`config.mk`:
```
export PLATFORM = sky130hd
export DESIGN_NAME = button_debounce
export DESIGN_NICKNAME = d
export VERILOG_FILES = /design/src/rtl/button_debounce.sv
export SDC_FILE = /design/constraint.sdc
export NUM_CORES = 1
export LEC_CHECK = 0
export BUFFER_PORTS_ARGS = -buffer_cell sky130_fd_sc_hd__buf_2
export CAP_MARGIN = 20
export CORE_MARGIN = 2
export CORE_UTILIZATION = 50
export CTS_CLUSTER_DIAMETER = 30
export DETAILED_ROUTE_END_ITERATION = 10
export PLACE_DENSITY = 0.69
export SLEW_MARGIN = 20
export SYNTH_ARGS = -nofsm -noshare
export SYNTH_HDL_FRONTEND = slang
export SYNTH_SLANG_ARGS = --single-unit
```
`constraint.sdc`:
```
create_clock -name clk -period 1.8 [get_ports clk]
set_input_delay 0.09 -clock clk [delete_from_list [all_inputs] [get_ports clk]]
set_output_delay 0.09 -clock clk [all_outputs]
set_load 0.05 [all_outputs]
```
`src/rtl/button_debounce.sv`:
```
// Push-button conditioner: 2-flop synchronizer, debounce FSM, press/release strobes.
// Optional long-press strobe enabled by defining BUTTON_DEBOUNCE_LONG_PRESS_EN.
module button_debounce #(
    parameter int unsigned DEBOUNCE_CYCLES = 1000000,
    parameter int unsigned LONG_CYCLES     = 50000000,
    parameter bit          ACTIVE_LOW      = 1'b1
) (
    input  logic clk,
    input  logic rst,
    input  logic btn_in,
    output logic btn_level,
    output logic press_pulse,
    output logic release_pulse,
    output logic long_press
);

    localparam int unsigned CW = $clog2(DEBOUNCE_CYCLES);
    localparam logic [CW-1:0] CNT_LAST = CW'(DEBOUNCE_CYCLES - 1);

    typedef enum logic [1:0] {
        IDLE,
        PRESS_WAIT,
        PRESSED,
        RELEASE_WAIT
    } state_t;

    state_t        state_q, state_d;
    logic [CW-1:0] cnt_q, cnt_d;
    logic          sync1_q, sync2_q;
    logic          level_q, level_d;
    logic          press_q, press_d;
    logic          release_q, release_d;
    logic          s;

    // Sync flops reset to the released raw level so reset itself never looks like a press.
    always_ff @(posedge clk) begin
        if (rst) begin
            sync1_q <= ACTIVE_LOW;
            sync2_q <= ACTIVE_LOW;
        end else begin
            sync1_q <= btn_in;
            sync2_q <= sync1_q;
        end
    end

    assign s = sync2_q ^ ACTIVE_LOW;

    always_ff @(posedge clk) begin
        if (rst) begin
            state_q   <= IDLE;
            cnt_q     <= '0;
            level_q   <= 1'b0;
            press_q   <= 1'b0;
            release_q <= 1'b0;
        end else begin
            state_q   <= state_d;
            cnt_q     <= cnt_d;
            level_q   <= level_d;
            press_q   <= press_d;
            release_q <= release_d;
        end
    end

    always_comb begin
        state_d   = state_q;
        cnt_d     = cnt_q;
        level_d   = level_q;
        press_d   = 1'b0;
        release_d = 1'b0;
        case (state_q)
            IDLE: begin
                if (s) begin
                    state_d = PRESS_WAIT;
                    cnt_d   = CW'(1);
                end
            end
            PRESS_WAIT: begin
                if (!s) begin
                    state_d = IDLE;
                    cnt_d   = '0;
                end else if (cnt_q == CNT_LAST) begin
                    state_d = PRESSED;
                    cnt_d   = '0;
                    level_d = 1'b1;
                    press_d = 1'b1;
                end else begin
                    cnt_d = cnt_q + 1'b1;
                end
            end
            PRESSED: begin
                if (!s) begin
                    state_d = RELEASE_WAIT;
                    cnt_d   = CW'(1);
                end
            end
            RELEASE_WAIT: begin
                if (s) begin
                    state_d = PRESSED;
                    cnt_d   = '0;
                end else if (cnt_q == CNT_LAST) begin
                    state_d   = IDLE;
                    cnt_d     = '0;
                    level_d   = 1'b0;
                    release_d = 1'b1;
                end else begin
                    cnt_d = cnt_q + 1'b1;
                end
            end
            default: begin
                state_d = IDLE;
                cnt_d   = '0;
                level_d = 1'b0;
            end
        endcase
    end

    assign btn_level     = level_q;
    assign press_pulse   = press_q;
    assign release_pulse = release_q;

`ifdef BUTTON_DEBOUNCE_LONG_PRESS_EN
    localparam int unsigned LW = $clog2(LONG_CYCLES);
    localparam logic [LW-1:0] LONG_LAST = LW'(LONG_CYCLES - 1);

    logic [LW-1:0] lcnt_q, lcnt_d;
    logic          ldone_q, ldone_d;
    logic          long_q, long_d;

    always_ff @(posedge clk) begin
        if (rst) begin
            lcnt_q  <= '0;
            ldone_q <= 1'b0;
            long_q  <= 1'b0;
        end else begin
            lcnt_q  <= lcnt_d;
            ldone_q <= ldone_d;
            long_q  <= long_d;
        end
    end

    // Counter saturates at LONG_LAST; ldone keeps the strobe to one per press.
    always_comb begin
        lcnt_d  = lcnt_q;
        ldone_d = ldone_q;
        long_d  = 1'b0;
        if (state_q == PRESS_WAIT && state_d == PRESSED) begin
            lcnt_d  = '0;
            ldone_d = 1'b0;
        end else if (state_q == PRESSED) begin
            if (lcnt_q == LONG_LAST) begin
                if (!ldone_q) begin
                    long_d  = 1'b1;
                    ldone_d = 1'b1;
                end
            end else begin
                lcnt_d = lcnt_q + 1'b1;
            end
        end
        if (state_d == IDLE) begin
            lcnt_d  = '0;
            ldone_d = 1'b0;
        end
    end

    assign long_press = long_q;
`else
    assign long_press = 1'b0;
`endif

endmodule

```
# Word level (Yosys, flattened, before mapping)
# Index checks and enable logic that the tools add are counted.
[totals] word_cells=49 output_inout_bits=4 regBits=27
[classes] add_sub_neg=1 bitwise_logic=3 n_eq_ne=12 n_reduce_logical=7 n_mux=19
[ops] operator="two-way mux 20 bit" count=5
[ops] operator="case mux 20 bit (4 select lines)" count=1
[ops] operator="adder 20 x 1 -> 20 bit, second input constant" count=1
[ops] operator="== test 20 bit, second input constant" count=1
[ops] operator="two-way mux 2 bit" count=6
[ops] operator="!= test 2 bit, second input constant" count=6
[ops] operator="case mux 2 bit (4 select lines)" count=1
[ops] operator="!= test 3 bit, second input constant" count=2
[ops] operator="OR reduction 3 bit" count=2
[ops] operator="two-way mux 1 bit" count=5
[ops] operator="AND reduction 5 bit" count=1
[ops] operator="== test 2 bit, second input constant" count=2
[ops] operator="AND reduction 4 bit" count=1
[ops] operator="inverter 1 bit" count=3
[ops] operator="== test 2 x 1 -> 1 bit, second input constant" count=1
[ops] operator="zero test 2 bit" count=1
[ops] operator="case mux 1 bit (2 select lines)" count=1
[ops] operator="AND reduction 2 bit" count=1
[ops] operator="nonzero test 2 bit" count=1

# Depth between registers and ports, before layout
[depth] depth_word=4 ltp_mapped=7 ltp_nobuf=6

# Least setup slack after synthesis
# Ideal clock, no wire load.
[synth_path] path_kind="reg-to-reg" start="register cnt_q[0]" end="register cnt_q[10]" stages_incl_launch_ff=8 n_path_buf=1 setup_slack_ps=0 setup_ps=126 arrival_ps=1674 period_less_slack_ps=1800 cell_sequence="dfxtp_1 > ha_1 > nand3_1 > nor4_4 > a211oi_1 > buf_2 > o211ai_1 > o21ai_0"
[synth_between] elab_chain_len=4 elab_cells_between_ends=6
[synth_rtl] element="start: declaration" line="28" text="logic [CW-1:0] cnt_q, cnt_d;"
[synth_rtl] element="start signal: assignment" line="57" text="cnt_q <= cnt_d;"
[synth_rtl] element="adder 20 x 1 -> 20 bit or == test 20 bit (tied branches)"
[synth_rtl] element="two-way mux 20 bit *" line="81, 100"
[synth_rtl] element="two-way mux 20 bit, on equally long branches" line="97, 78"
[synth_rtl] element="case mux 20 bit (4 select lines) *" line="70" text="case (state_q)"
# Mark *: on every way between the ends. The rest lies on a longest branch, timed or not.
# A chain may end at the register's enable or synchronous reset.

# Worst setup path in the final report
[layout_path] start="register cnt_q[10]" end="register cnt_q[10]"
# The elaborated chain is that of the path after synthesis.

==> impl_metrics.json <==
{
  "outcome": "finished with violations",
  "violations": "negative setup slack",
  "dp_hpwl_um": 2516,
  "ys_warn_count": 0,
  "r2r_start": "cnt_q[10]$_SDFFE_PP0P_",
  "yosys-mux-area-fraction_pct": 0,
  "critPathKind": "reg -> reg",
  "fmax_ghz": 0.5315,
  "port_buffers": 5,
  "cellPowerDensity_mw_per_mm2": 623.4,
  "seq_area_frac_synth_pct": 40.64,
  "ir_drop_uv": 642.9,
  "final_area_mm2": 0.001808,
  "yosysUniqueCellTypes": 41,
  "p_leak_uw": 0.0006287,
  "reg2reg_to": "cnt_q[10]$_SDFFE_PP0P_",
  "r2r_slack_ns": -0.08,
  "core-area_mm2": 0.002500,
  "die_x_um": 55.58,
  "boundaryPins": 7,
  "p_total_uw": 1127,
  "layout_commonest_cell": "buf_4",
  "via_per_inst": 6.073,
  "min_from": "rst",
  "grt_pass1_vias": 1262,
  "synth_area_per_cell_um2": 8.160,
  "clock_latency_ns": 0.34,
  "required_ns": 2.04,
  "grt_use_total_pct": 21.95,
  "dp_slack_ns": -0.06706,
  "std_cell_rows": 18,
  "min_path_type": "in -> reg",
  "synth_top_family_by_area": "simple AND/OR/NAND/NOR gates",
  "numCtsBuffers": 3,
  "end_kind": "flip-flop",
  "synth_simple_gate_area_share_pct": 31.14,
  "clockBufferDepth": 2,
  "postLayoutSetupSlackWorst_ns": -0.08132,
  "finalHoldViolations": 0,
  "htree_levels": 1,
  "ys_async_sr_fraction_pct": 0,
  "clock-sinks": 27,
  "dpl.cell_count": 224,
  "globalplace.congestion": 0.8587,
  "netlist_area_mm2": 0.001330,
  "r2r_cells": 7,
  "antenna_found_initial": 0,
  "cts_root_buffer": "clkbuf_4",
  "synthXorXnorAreaFrac_pct": 1.317,
  "setup_viol": 16,
  "syn_nets": 167,
  "overflow": 0,
  "start_util_pct": 53.20,
  "wl_um": 3797,
  "antenna_cells": 0,
  "synth_edf_count": 0,
  "worst_hold_path.endpoint": "cnt_q[6]$_SDFFE_PP0P_",
  "start_kind": "flip-flop",
  "drv_cap": 0,
  "holdPathStages": 2,
  "path_max_fanout": 6,
  "synth_adder_area_share_pct": 0.9407,
  "utilization_pct": 72.32,
  "fin_crit_sh_pct": 104.5,
  "first_iter_violations": 46,
  "area_growth_pct": 35.94,
  "maxSlewViolCount": 0,
  "rsz0062_at_grt": "true",
  "dieHeight_um": 55.58,
  "dpl_cell_area_mm2": 0.001613,
  "worst_ep_arrival_time_ns": 2.12,
  "period_needed_ns": 1.881,
  "nNetsFinal": 209,
  "layout_common_cells": "35 x buf_4, 21 x dfxtp_1, 16 x nand2_1, 14 x nand3_1, 9 x nor2_1",
  "synth_compound_area_share_pct": 22.11,
  "grt_pass1_wl_um": 5616,
  "finalNonFillerCells": 234,
  "first_pass_iters": 5,
  "ys.flop_type": "dfxtp_1",
  "clkTransAtPathRegs_ns": 0.17,
  "ys_ff_latch": 27,
  "postRouteAntennaNets": 0,
  "skew_ns": 0.01013,
  "cts_tree": "built",
  "die_area_mm2": 0.003089,
  "vias": 1421,
  "drc": 0,
  "crit_start": "cnt_q[10]$_SDFFE_PP0P_",
  "wl_per_cell_um": 16.23,
  "layout-drive-gt1-share_pct": 39.22,
  "grt_start_max_net_pins": 23,
  "netlist_instances": 163
}
sequential cells by signal (all words and copies together), names as in the netlist, named ones only:
register,cells
release_pulse,1
btn_level,1
state_q,1
sync2_q,1
sync1_q,1
cnt_q,20
press_pulse,1
worst max path at each step:
| stage | cells after the start | end |
|---|---|---|
| 2_1_floorplan | 7 | cnt_q[10]$_SDFFE_PP0P_ |
| 3_5_place_dp | 6 | btn_level$_SDFFE_PP0P_ |
| 4_1_cts | 6 | btn_level$_SDFFE_PP0P_ |
| 6_report | 7 | cnt_q[10]$_SDFFE_PP0P_ |
| 5_1_grt | 6 | btn_level$_SDFFE_PP0P_ |
| 3_3_place_gp | 6 | btn_level$_SDFFE_PP0P_ |
per-stage QoR:
stage / hold slack [ns] / TNS [ns]
5_1_grt: 0.1276 / -2.235
2_1_floorplan: 0.1938 / 0
6_report: 0.1150 / -0.6071
3_3_place_gp: 0.2715 / -0.009847
4_1_cts: 0.08504 / -0.1592
3_5_place_dp: 0.2796 / -0.1237
worst max-delay path, cell delays in order, from the launching register on:
cell and delay (ns):
dfxtp_2 0.35, or4_4 0.54, nor4_4 0.22, buf_4 0.19, a211oi_4 0.09, buf_6 0.16
o211ai_1 0.15, o21ai_1 0.09
cells in the mapped netlist (2+ instances only):
cell type / instances / area share, %
inv_1: 4 / 1.1
o21ai_0: 8 / 3.0
or3_1: 5 / 2.4
nand4_1: 3 / 1.4
nor4_1: 2 / 0.94
a21oi_1: 11 / 4.1
buf_2: 2 / 0.75
nor2_1: 9 / 2.5
a211oi_1: 2 / 1.1
dfxtp_1: 27 / 41
o21bai_1: 2 / 1.1
and3_1: 2 / 0.94
nor3_1: 7 / 2.6
or4_1: 3 / 1.7
or2_2: 2 / 0.94
a41oi_1: 2 / 1.3
nand3_1: 18 / 6.8
a31oi_1: 7 / 3.3
clkbuf_1: 3 / 0.85
nand2b_1: 2 / 0.94
nand2_1: 17 / 4.8
a22oi_1: 2 / 1.1
o211ai_1: 5 / 2.8
kinds of logic after synthesis:
kind of cell	Yosys count
and+or+nand+nor	76
AOI/OAI and AO/OA	45
DFF	27
buffers and inverters	11
xor gates and xnor gates	2
adders and majority gates	1
other	1
where the power goes:
part	internal [uW]	leakage (uW)	switching, uW
clock network	85.1	0.0000139	201
registers	618	0.000221	11.8
logic	82.8	0.000393	129
total	786	0.000629	342
per-layer routing:
layer | routed length, um | share of wire [%] | global-route usage [%]
met5 | 0 | 0 | 0
met4 | 0 | 0 | 3.833
met3 | 160 | 4.2 | 2.326
met2 | 1954 | 51 | 36.39
met1 | 1682 | 44 | 31.32
what timing repair did:
item	in CTS	in global routing
setup endpoints to repair	11	21
setup buffers	0	2
hold endpoints to repair	1	0
gates cloned	0	3
hold buffers	1	0
pin swaps	1	11
resized for setup	6	33
layout make-up:
type	instances	area, um2
clock buffers	3	22.52
clock inverters	1	7.507
fillers	197	691.9
inverters	4	15.01
multi-input cells	125	845.8
flip-flops and latches	27	548.0
well taps	30	37.54
repair buffers	44	331.6
(Power assumes the default switching activity.)
